### config.mk
export PLATFORM = sky130hd
export DESIGN_NAME = regfile_seq
export DESIGN_NICKNAME = d
export VERILOG_FILES = /design/src/rtl/regfile_seq_pkg.sv /design/src/rtl/regfile_seq_timer.sv /design/src/rtl/regfile_seq.sv
export SDC_FILE = /design/constraint.sdc
export NUM_CORES = 1
export LEC_CHECK = 0
export CORE_ASPECT_RATIO = 0.75
export CORE_MARGIN = 3
export CORE_UTILIZATION = 40
export DETAILED_ROUTE_END_ITERATION = 8
export DONT_BUFFER_PORTS = 1
export SLEW_MARGIN = 20
export SYNTH_ARGS = -nofsm -noshare
export SYNTH_HDL_FRONTEND = slang
export SYNTH_SLANG_ARGS = --single-unit
### constraint.sdc
create_clock -name clk -period 1.92 [get_ports clk]
set_input_delay 0.288 -clock clk [delete_from_list [all_inputs] [get_ports clk]]
set_output_delay 0.288 -clock clk [all_outputs]
set_load 0.03 [all_outputs]
### src/rtl/regfile_seq_pkg.sv
// Shared types and timing defaults for the 74x670 bank access sequencer.
// Holds the state encodings, default pin-timing constants and timer helpers.
package regfile_seq_pkg;

    localparam int RF_ADDR_W = 2;

    localparam int DEF_SETUP  = 1;
    localparam int DEF_PULSE  = 2;
    localparam int DEF_HOLD   = 1;
    localparam int DEF_ACCESS = 2;

    // Wide enough for phase lengths up to 16 cycles.
    localparam int TIMER_W = 4;

    typedef enum logic [1:0] {
        W_IDLE,
        W_SETUP,
        W_PULSE,
        W_HOLD
    } wr_state_e;

    typedef enum logic [1:0] {
        R_IDLE,
        R_STALL,
        R_ACCESS,
        R_DONE
    } rd_state_e;

    // A phase of n cycles loads n-1; the state exits on the edge where the count is zero.
    function automatic logic [TIMER_W-1:0] cycles_to_load(input int n);
        return TIMER_W'(n - 1);
    endfunction

endpackage

### src/rtl/regfile_seq_timer.sv
// Loadable down-counter with a zero flag; measures the length of one FSM phase.
module regfile_seq_timer
    import regfile_seq_pkg::*;
#(
    parameter int W = TIMER_W
) (
    input  logic         clk,
    input  logic         reset,
    input  logic         load,
    input  logic [W-1:0] load_val,
    output logic         zero
);

    logic [W-1:0] cnt_q;
    logic [W-1:0] cnt_d;

    // NOTE: every signal written in always_comb gets a default first, so no latch is inferred.
    always_comb begin
        cnt_d = cnt_q;
        if (load) begin
            cnt_d = load_val;
        end else if (cnt_q != '0) begin
            cnt_d = cnt_q - 1'b1;
        end
    end

    // NOTE: sequential state uses non-blocking assignments only.
    always_ff @(posedge clk or posedge reset) begin
        if (reset) begin
            cnt_q <= '0;
        end else begin
            cnt_q <= cnt_d;
        end
    end

    assign zero = (cnt_q == '0);

endmodule

### src/rtl/regfile_seq.sv
// Sequencer turning valid/ready read and write requests into timed 74x670 pin activity,
// with concurrent read/write ports and a same-address hazard interlock.
module regfile_seq
    import regfile_seq_pkg::*;
#(
    parameter int WIDTH  = 16,
    parameter int SETUP  = DEF_SETUP,
    parameter int PULSE  = DEF_PULSE,
    parameter int HOLD   = DEF_HOLD,
    parameter int ACCESS = DEF_ACCESS
) (
    input  logic                 clk,
    input  logic                 reset,

    input  logic                 wr_valid,
    output logic                 wr_ready,
    input  logic [RF_ADDR_W-1:0] wr_addr,
    input  logic [WIDTH-1:0]     wr_data,

    input  logic                 rd_valid,
    output logic                 rd_ready,
    input  logic [RF_ADDR_W-1:0] rd_addr,
    output logic                 rd_done,
    output logic [WIDTH-1:0]     rd_data,

    output logic [WIDTH-1:0]     d,
    output logic [RF_ADDR_W-1:0] wa,
    output logic                 nwe,
    output logic [RF_ADDR_W-1:0] ra,
    output logic                 nre,
    input  logic [WIDTH-1:0]     q
);

    wr_state_e w_state_q, w_state_d;
    rd_state_e r_state_q, r_state_d;

    logic [WIDTH-1:0]     d_q, d_d;
    logic [RF_ADDR_W-1:0] wa_q, wa_d;
    logic                 nwe_q, nwe_d;
    logic                 wr_ready_q, wr_ready_d;

    logic [RF_ADDR_W-1:0] ra_q, ra_d;
    logic                 nre_q, nre_d;
    logic                 rd_ready_q, rd_ready_d;
    logic                 rd_done_q, rd_done_d;
    logic [WIDTH-1:0]     rd_data_q, rd_data_d;

    logic               w_load, w_zero;
    logic [TIMER_W-1:0] w_load_val;
    logic               r_load, r_zero;
    logic [TIMER_W-1:0] r_load_val;

    logic wr_accept;
    logic rd_hazard;

    regfile_seq_timer u_wr_timer (
        .clk      (clk),
        .reset    (reset),
        .load     (w_load),
        .load_val (w_load_val),
        .zero     (w_zero)
    );

    regfile_seq_timer u_rd_timer (
        .clk      (clk),
        .reset    (reset),
        .load     (r_load),
        .load_val (r_load_val),
        .zero     (r_zero)
    );

    assign wr_accept = (w_state_q == W_IDLE) && wr_valid;

    // A read must not overlap a write in flight to its register, including one accepted this cycle.
    assign rd_hazard = ((w_state_q != W_IDLE) && (wa_q == rd_addr)) ||
                       (wr_accept && (wr_addr == rd_addr));

    always_comb begin
        w_state_d  = w_state_q;
        wa_d       = wa_q;
        d_d        = d_q;
        w_load     = 1'b0;
        w_load_val = '0;
        unique case (w_state_q)
            W_IDLE: begin
                if (wr_valid) begin
                    w_state_d  = W_SETUP;
                    wa_d       = wr_addr;
                    d_d        = wr_data;
                    w_load     = 1'b1;
                    w_load_val = cycles_to_load(SETUP);
                end
            end
            W_SETUP: begin
                if (w_zero) begin
                    w_state_d  = W_PULSE;
                    w_load     = 1'b1;
                    w_load_val = cycles_to_load(PULSE);
                end
            end
            W_PULSE: begin
                if (w_zero) begin
                    w_state_d  = W_HOLD;
                    w_load     = 1'b1;
                    w_load_val = cycles_to_load(HOLD);
                end
            end
            W_HOLD: begin
                if (w_zero) begin
                    w_state_d = W_IDLE;
                end
            end
            default: w_state_d = W_IDLE;
        endcase
        // Pin levels follow the next state so they come straight from flops.
        nwe_d      = (w_state_d != W_PULSE);
        wr_ready_d = (w_state_d == W_IDLE);
    end

    always_comb begin
        r_state_d  = r_state_q;
        ra_d       = ra_q;
        rd_data_d  = rd_data_q;
        r_load     = 1'b0;
        r_load_val = cycles_to_load(ACCESS);
        unique case (r_state_q)
            R_IDLE: begin
                if (rd_valid) begin
                    ra_d = rd_addr;
                    if (rd_hazard) begin
                        r_state_d = R_STALL;
                    end else begin
                        r_state_d = R_ACCESS;
                        r_load    = 1'b1;
                    end
                end
            end
            R_STALL: begin
                if (w_state_q == W_IDLE) begin
                    r_state_d = R_ACCESS;
                    r_load    = 1'b1;
                end
            end
            R_ACCESS: begin
                if (r_zero) begin
                    r_state_d = R_DONE;
                    rd_data_d = q;
                end
            end
            R_DONE: begin
                r_state_d = R_IDLE;
            end
            default: r_state_d = R_IDLE;
        endcase
        nre_d      = (r_state_d != R_ACCESS);
        rd_ready_d = (r_state_d == R_IDLE);
        rd_done_d  = (r_state_d == R_DONE);
    end

    always_ff @(posedge clk or posedge reset) begin
        if (reset) begin
            w_state_q  <= W_IDLE;
            wa_q       <= '0;
            d_q        <= '0;
            nwe_q      <= 1'b1;
            wr_ready_q <= 1'b1;
            r_state_q  <= R_IDLE;
            ra_q       <= '0;
            nre_q      <= 1'b1;
            rd_ready_q <= 1'b1;
            rd_done_q  <= 1'b0;
            rd_data_q  <= '0;
        end else begin
            w_state_q  <= w_state_d;
            wa_q       <= wa_d;
            d_q        <= d_d;
            nwe_q      <= nwe_d;
            wr_ready_q <= wr_ready_d;
            r_state_q  <= r_state_d;
            ra_q       <= ra_d;
            nre_q      <= nre_d;
            rd_ready_q <= rd_ready_d;
            rd_done_q  <= rd_done_d;
            rd_data_q  <= rd_data_d;
        end
    end

    assign d        = d_q;
    assign wa       = wa_q;
    assign nwe      = nwe_q;
    assign wr_ready = wr_ready_q;
    assign ra       = ra_q;
    assign nre      = nre_q;
    assign rd_ready = rd_ready_q;
    assign rd_done  = rd_done_q;
    assign rd_data  = rd_data_q;

endmodule

### Yosys cells after proc, flatten, opt, wreduce, memory -nomap -nowiden

Index checks and enable logic that the tools add are counted.

* memories: 0
* output and inout port bits: 41
* latch bits: 0
* bits in registers: 53
* logic and storage cells: 68
* input bits: 40
* memory bits (writable): 0
* ROM bits: 0

* add/sub/neg operators: 2
* $lt $le $gt $ge: 0
* $mul: 0
* mux-type cells: 23
* bitwise gates (word level): 0
* shifts and indexed selects: 0
* reductions and logical operators: 19
* div/mod/pow operators: 0
* eq/ne operators: 11

Operator list (number)
* $mux 2: 8
* $mux 4: 4
* $pmux 2 s4: 2
* $eq 2x2->1 const B: 5
* $logic_not 2->1: 4
* $logic_not 4->1: 2
* $reduce_bool 4->1: 2
* $sub 4x1->4 const B: 2
* $mux 1: 7
* $reduce_and 2->1: 3
* $reduce_bool 2->1: 3
* $eq 2x1->1 const B: 2
* $eq 2x2->1: 2
* $ne 2x2->1 const B: 2
* $pmux 1 s2: 2
* $logic_and 1x1->1: 3
* $reduce_or 2->1: 1
* $logic_or 1x1->1: 1

### Logic depth before layout (Yosys ltp)

Gate-level depths: netlist of the first run.

* word-level depth: 8
* gate-level depth with buffers: 7

### Cells and area by module

Synthesis of the first run repeated with hierarchy kept, for this count alone.

* cells, all modules: 176
* area total of the unflattened synthesis: 2358.5 um^2

Modules (own cells, without submodules)
* regfile_seq: cells an instance 130, area each 1885.6 um^2, instances 1
* regfile_seq_timer: cells an instance 23, area each 236.5 um^2, instances 2

### Worst setup path after synthesis of the first run

No wires, ideal clock.

* kind: flip-flop to flip-flop
* from: register u_rd_timer.cnt_q[0]
* to: register rd_data_q[0] (netlist: rd_data[0])
* clock period less this slack: 1.829 ns
* buffers on the path: 2
* path slack: 0.091 ns
* stages on the path, launching flop included: 8
* setup time: 0.125 ns
* arrival time: 1.704 ns
* data required time: 1.795 ns
* cell sequence: dfrtp_1 > inv_1 > ha_1 > or3b_4 > nand2b_4 > buf_6 > buf_6 > mux2_4

* word-level cells in the longest chain between the ends: 2

Ends and longest elaborated chain
* start: declaration: line regfile_seq_timer.sv:14 `logic [W-1:0] cnt_q;`
* start signal: assignment: line regfile_seq_timer.sv:32 `cnt_q <= cnt_d;`
* $logic_not 4->1: line regfile_seq_timer.sv:36 `assign zero = (cnt_q == '0);`
* $reduce_and 2->1 (no line)
* end signal: assignment: line regfile_seq.sv:184 `rd_data_q <= rd_data_d;`
* end: declaration: line regfile_seq.sv:46 `logic [WIDTH-1:0] rd_data_q, rd_data_d;`

No other way between the ends.
A chain may end at the register's enable or synchronous reset.

### Worst setup path after layout of the first run

* from: register u_rd_timer.cnt_q[0]
* to: register rd_data_q[8] (netlist: rd_data[8])

Same word-level chain as after synthesis.

==> results of run 1 <==
==> metrics by stage <==
stage               area [um^2]  power, mW  utilization  setup slack, ns  cells
floorplan                  2340       4.27            -           0.0913    178
global placement           2460       4.57        0.447            0.165    256
detailed placement         2460       4.68        0.447           0.0801    256
CTS                        2550       5.28        0.464           0.0698    265
global route               2570       5.61        0.467           0.0125    267
finish                     2570       5.24        0.467            0.107    267
==> cell families (layout without fill, tap and decap cells) <==
logic type | Yosys count | in the layout
flops | 53 | 53
mux | 37 | 37
fa+ha+maj | 7 | 7
xor+xnor | 5 | 5
buf+inv | 14 | 27
simple gates | 39 | 40
compound gates | 23 | 23
==> worst max-delay path: cells and delay by family, from the launching register on <==
kind	cells	cell delay (ns)
adders and majority gates	1	0.18
muxes	1	0.31
and+or+nand+nor	2	0.72
DFF	1	0.41
buffers and inverters	1	0.07
==> what timing repair did <==
item | CTS | global route
hold endpoints to repair | 22 | 0
hold buffers | 1 | 0
endpoints found under the setup margin | 0 | 6
buffers inserted | 0 | 1
==> layout make-up <==
| type | instances | area share |
|---|---|---|
| clock buffers | 6 | 0.0283 |
| inverters | 9 | 0.0132 |
| multi-input cells | 112 | 0.369 |
| flip-flops and latches | 53 | 0.519 |
| repair buffers | 10 | 0.0302 |
| well taps | 75 | 0.0365 |
| clock inverters | 2 | 0.00390 |
==> report_power, final <==
group          switching [mW]  internal, mW  total (mW)
logic                   0.786         0.941        1.73
clock network           0.326         0.253       0.579
registers                1.23          1.70        2.93
total                    2.35          2.89        5.24
==> sequential cells by signal, indices dropped and copies added (netlist names) <==
name              count
nre                   1
w_state_q             2
wa                    2
d                    16
ra                    2
r_state_q             2
u_wr_timer.cnt_q      4
rd_ready              1
u_rd_timer.cnt_q      4
rd_done               1
nwe                   1
rd_data              16
wr_ready              1
==> cell usage in the layout (no fill, tap or decap) <==
cell type	synthesis	layout
a21o_1	1	1
nand2_1	5	5
clkinv_2	0	2
nor2_1	8	8
ha_1	7	7
o2111ai_1	1	1
o22ai_1	1	1
inv_2	0	1
nor3b_1	3	3
a21oi_1	10	10
o31ai_1	1	1
mux2i_1	1	1
or3_1	4	4
o21a_1	2	2
nor3_1	8	8
dfrtp_1	49	49
clkbuf_1	1	1
a211oi_1	3	3
inv_1	9	8
or2_2	2	2
nand2b_1	4	4
nand2b_4	1	1
mux2_2	29	29
clkbuf_8	0	5
buf_4	0	9
xnor2_1	1	1
dfstp_2	4	4
o21ai_0	2	2
o211ai_1	1	1
nand3b_1	1	1
or3b_2	1	1
and2b_1	1	1
xor2_1	4	4
o21ai_2	1	1
mux2_4	7	7
dlygate4sd3_1	0	1
or3b_4	1	1
nand2b_2	0	1
==> how the worst min path moves through the flow <==
| stage | startpoint | endpoint | cells past startpoint |
|---|---|---|---|
| after floorplan | q[0] | rd_data[0] | 1 |
| after global placement | reset | d[5] | 1 |
| after detailed placement | reset | d[13] | 1 |
| after CTS | q[3] | rd_data[3] | 1 |
| after global routing | wr_data[10] | d[10] | 1 |
| final | q[3] | rd_data[3] | 1 |
==> per-layer routing <==
| layer | wire length (um) | GRT usage | vias to the layer above |
|---|---|---|---|
| li1 | - | - | 644 |
| met1 | 1780 | 0.153 | 681 |
| met2 | 2220 | 0.227 | 52 |
| met3 | 336 | 0.0528 | 2 |
| met4 | 23 | 0.0337 | 0 |
| met5 | 0 | 0 | - |
==> metrics.txt, run 1 <==
status=complete, no violations; Antenna Cells=0; CTS max path bufs=2; Reg-to-Reg Start=u_rd_timer.cnt_q[0]; CP max stage delay=roughly 0.42 ns; critical path, cell by cell=inv_1, ha_1, or3b_4, nand2b_2, mux2_2; Post-synth EDFFs=0; Register Area=between 1000 and 1500 um^2; share of post-route cells with drive strength above 1=0.333; clock slew at reported path FFs=around 0.090 ns; dpl hpwl=roughly 3300 um; total gr overflow=0; antenna violations before repair=0; Synth Area in Simple Gates=0.0952; multiplexer share of the synthesized area=0.189; Fin. Hold Viols=0; GR Util All Layers=0.132; RSZ-0062 raised after global routing=false; Die W=~94 um; post_cts resized=0; flops & latches, synth=53; Slew HR=0.630; Most used DFF post-synth=dfrtp_1; DIE AREA=roughly 6800 um^2; Yosys top cell area share=0.524; post-synth top area cell=dfrtp_1; Synth top cells by count=dfrtp_1, mux2_2, a21oi_1; Final Max Slew Viols=0; clock sink count=53; worst hold margin=0.129 ns; CP required=2.10 ns; Worst VDD drop=~0.00073 V; port bufs=0; synth unique cells=34; Startpoint Class=register; R2R depth=5; fin crit period=roughly 1.8 ns; crit path to=rd_data[8]; I/O Pins=just over 80; Post-Route Skew=just under 0.01 ns; Reg2Reg Setup Slack=0.11 ns; synthesized area per cell=between 10 and 15 um^2; Synth Cell Area=between 2000 and 2500 um^2; Area Overhead vs Synth=9.79%; drt first pass iters=4; Compound-Gate Fraction of Synth Area=0.0615; RR Endpoint=rd_data[8]; first-pass GRT wire length=about 7000 um; ys async rst share=1.00; leakage power=1.16 nW; Detail Route Antenna Nets=0; DRC Markers=0; number of fillers in the final layout=approximately 480; DR iter-0 viols=35; Worst Hold Class=input port to register; largest net degree at the start of global routing=29; Cell Rows=23; post-synthesis sequential area ratio=0.569; total negative slack=0 ns; Via density=5.16; Crit Path Class=register to register; Initial Util=0.425; nets=roughly 240; CTS tree=done; crit end category=register; period utilization=0.944; main combinational cell family by area after synthesis=multiplexers; Multi-input gate area=around 950 um^2; Synth Area in Adders=0.0375; Post-Synth XOR/XNOR Area=0.0187; drt wl/cell=between 15 and 20 um; Fmax=between 0.5 and 0.6 GHz; Die H=~72 um; clk_lat worst skew=~0.3 ns; count leader, synth=dfrtp_1; Critical Path Start=u_rd_timer.cnt_q[0]; H-tree depth=2; crit path DAT=approximately 2.0 ns; core area=5500 um^2; Clock Tree Root=clkbuf_8; top area cells in the synthesized netlist=dfrtp_1, mux2_2, dfstp_2, mux2_4, ha_1; # setup viols final=0; CTS buffer count=5; post-synth net total=about 230; PD cells=about 2000 nW/um^2; Worst Tran Pin Value=between 0.5 and 0.6 ns; vias in the first global route=between 1k and 1.5k; final WL=~4400 um; critical path fanouts, max=9; max cap viols=0; GPL Wtd Cong=0.810; instance count of the mapped netlist=approximately 180; Synth warnings=0; slowest stage cell, crit path=or3b_4; detailed-route via count=about 1.4k
Note: power is estimated with default switching activity, not from simulation.
==> run 2: changes to the inputs <==
--- a/config.mk
+++ b/config.mk
@@ -5,11 +5,16 @@
 export SDC_FILE = /design/constraint.sdc
 export NUM_CORES = 1
 export LEC_CHECK = 0
+export CELL_PAD_IN_SITES_DETAIL_PLACEMENT = 0
+export CELL_PAD_IN_SITES_GLOBAL_PLACEMENT = 1
 export CORE_ASPECT_RATIO = 0.75
 export CORE_MARGIN = 3
 export CORE_UTILIZATION = 40
 export DETAILED_ROUTE_END_ITERATION = 8
 export DONT_BUFFER_PORTS = 1
+export GPL_TIMING_DRIVEN = 0
+export PLACE_DENSITY_LB_ADDON = 0.1
+export RECOVER_POWER = 25
 export SLEW_MARGIN = 20
 export SYNTH_ARGS = -nofsm -noshare
 export SYNTH_HDL_FRONTEND = slang
==> run 2 against run 1 <==
- combinational power rose by 3%
- global-route usage rose by 0.40 points
- sequential share of layout area down 1.2 points
- total power up 3.0%
- first-iteration DRC count up 46%
- final cell count stayed put
- die area unchanged
- critical path depth rose by 2
==> metrics.txt, run 2 (synthesized netlist as in run 1, its figures left out) <==
GR Util met2=0.204 (was 0.227); fin crit period=1.87 ns (was 1.81 ns); critical path fanouts, max=10 (was 9); final WL=4570 um (was 4370 um); Clock Tree Root=clkbuf_8 (unchanged); Pint=2.95 mW (was 2.89 mW); Die W=94.3 um (unchanged); # setup viols final=0 (unchanged); switching share of power=0.453 (was 0.448); dpl hpwl=3470 um (was 3320 um); Cell Rows=23 (unchanged); met1 global-route usage=0.184 (was 0.153); largest net degree at the start of global routing=28 (was 29); clk_lat worst skew=0.30 ns (about the same); Final Cell Area=2630 um^2 (was 2570 um^2); vias in the first global route=1500 (was 1448); Fin. Hold Viols=0 (unchanged); Area Overhead vs Synth=12.5% (was 9.79%); most common cell after layout, fill and taps aside=dfrtp_1 (unchanged); Antenna Cells=0 (unchanged); Via density=5.17 (was 5.16); max cap viols=0 (unchanged); Slew HR=0.277 (was 0.630); clock slew at reported path FFs=0.09 ns (about the same); DR iter-0 viols=51 (was 35); number of fillers in the final layout=499 (was 481); Final Max Slew Viols=0 (unchanged); M3 GR Usage=0.0560 (was 0.0528); Sw Pwr=2.44 mW (was 2.35 mW); leakage power=1.16 nW (about the same); period utilization=0.972 (was 0.944); crit path DAT=2.06 ns (was 2.00 ns); slowest stage cell, crit path=dfrtp_1 (was or3b_4); Initial Util=0.425 (unchanged); crit end category=register (unchanged); status=complete, no violations (unchanged); Fmax=0.536 GHz (was 0.551 GHz); I/O Pins=81 (unchanged); nets=238 (unchanged); CTS buffer count=5 (unchanged); antenna violations before repair=0 (unchanged); clock share of power=0.113 (was 0.111); CTS max path bufs=2 (unchanged); drt first pass iters=4 (unchanged); Startpoint Class=register (unchanged); CP required=2.11 ns (was 2.10 ns); sequential power share=0.556 (was 0.560); total gr overflow=0 (unchanged); first-pass GRT wire length=7190 um (was 6860 um); H-tree depth=2 (unchanged); DRC Markers=0 (unchanged); commonest non-fill, non-tap cells in the layout=dfrtp_1, mux2_2, a21oi_1 (unchanged); Worst VDD drop=0.000847 V (was 0.000728 V); GPL Wtd Cong=0.766 (was 0.810); CTS tree=done (unchanged); Register Area=1330 um^2 (unchanged); Tot Pwr=5.39 mW (was 5.24 mW); core area=5500 um^2 (unchanged); detailed-route via count=1380 (was 1379); Worst Hold Class=input port to register (unchanged); share of post-route cells with drive strength above 1=0.354 (was 0.333); GR Util All Layers=0.135 (was 0.132); critical path, cell by cell=inv_1, ha_4, or3b_4, nand2b_4, buf_6, buf_6, mux2_4 (was inv_1, ha_1, or3b_4, nand2b_2, mux2_2); clock sink count=53 (unchanged); Most Frequent Cell on Critical Path=buf_6; CP max stage delay=0.39 ns (was 0.42 ns); Multi-input gate area=976 um^2 (was 948 um^2); Comb power frac=0.331 (was 0.330); Worst Tran Pin Value=1.08 ns (was 0.554 ns); PD cells=2050 nW/um^2 (was 2040 nW/um^2); Post-Route Skew=0.00320 ns (was 0.00977 ns); Die H=72.2 um (unchanged); busiest grt layer=met2 (unchanged); drt wl/cell=17.1 um (was 16.3 um); Detail Route Antenna Nets=0 (unchanged); Crit Path Class=register to register (unchanged); area of placed instances=2460 um^2 (about the same); port bufs=0 (unchanged); DIE AREA=6810 um^2 (unchanged)
==> run 2: changes by cell type in the layout (fill, tap and decap cells not counted), sizes merged <==
cell | previous run | this run
clkinvlp | 0 | 2
nand2b | 6 | 5
clkinv | 2 | 0
buf | 9 | 10
==> run 2: area by class of cell <==
type | count | area share
Buffer | 4 | 0.0124
Clock buffer | 6 | 0.0276
Clock inverter | 2 | 0.00571
Inverter | 9 | 0.0128
Multi-Input combinational cell | 111 | 0.371
Sequential cell | 53 | 0.506
Tap cell | 75 | 0.0357
Timing Repair Buffer | 7 | 0.0285
==> run 2: through the flow <==
step                instances   TNS [ns]   util  worst slack, ns  hold slack [ns]
floorplan                 178          0      -           0.0913            0.437
global placement          253      -5.33  0.443           -0.105            0.438
detailed placement        254      -1.35  0.448          -0.0860            0.272
CTS                       265          0  0.470          0.00242            0.114
global route              267  -0.000278  0.478        -0.000237            0.111
finish                    267          0  0.478           0.0529            0.127
==> run 2: final timing paths <==
| path | start | to | slack [ns] | cells after the start |
|---|---|---|---|---|
| max | u_rd_timer.cnt_q[0] | rd_data[3] | 0.05 | 7 |
| min | q[5] | rd_data[5] | 0.13 | 1 |
| max reg2reg | u_rd_timer.cnt_q[0] | rd_data[3] | 0.05 | 7 |
| min reg2reg | r_state_q[1] | rd_ready | 0.57 | 1 |
| max in group asynchronous | reset | rd_data[10] | 0.56 | 3 |
| min in group asynchronous | reset | d[15] | 0.69 | 2 |
==> run 2: timing repair <==
item	4_1_cts	5_1_grt
hold endpoints to repair	22	0
hold buffers	1	0
setup buffers	2	3
endpoints found under the setup margin	26	14
gates resized for setup	4	5
==> run 2: power groups by stage <==
stage	combinational, mW	clock [mW]	sequential [mW]
6_report	1.79	0.611	3.00
5_1_grt	2.00	0.676	3.06
4_1_cts	1.71	0.643	3.00
3_5_place_dp	1.66	0	3.02
3_3_place_gp	1.59	0	3.01
2_1_floorplan	1.40	0	2.88
==> run 2: worst max-delay path, delay by kind of cell, from the launching register on <==
kind | cells | cell delay [ns]
muxes | 1 | 0.30
and+or+nand+nor | 2 | 0.52
buffers and inverters | 3 | 0.40
DFF | 1 | 0.39
adders and majority gates | 1 | 0.15
==> run 2: metal layers <==
layer	vias up	part of all wire
met5	-	0
met4	0	0.0055
met3	3	0.085
met2	46	0.45
met1	689	0.46
li1	642	-
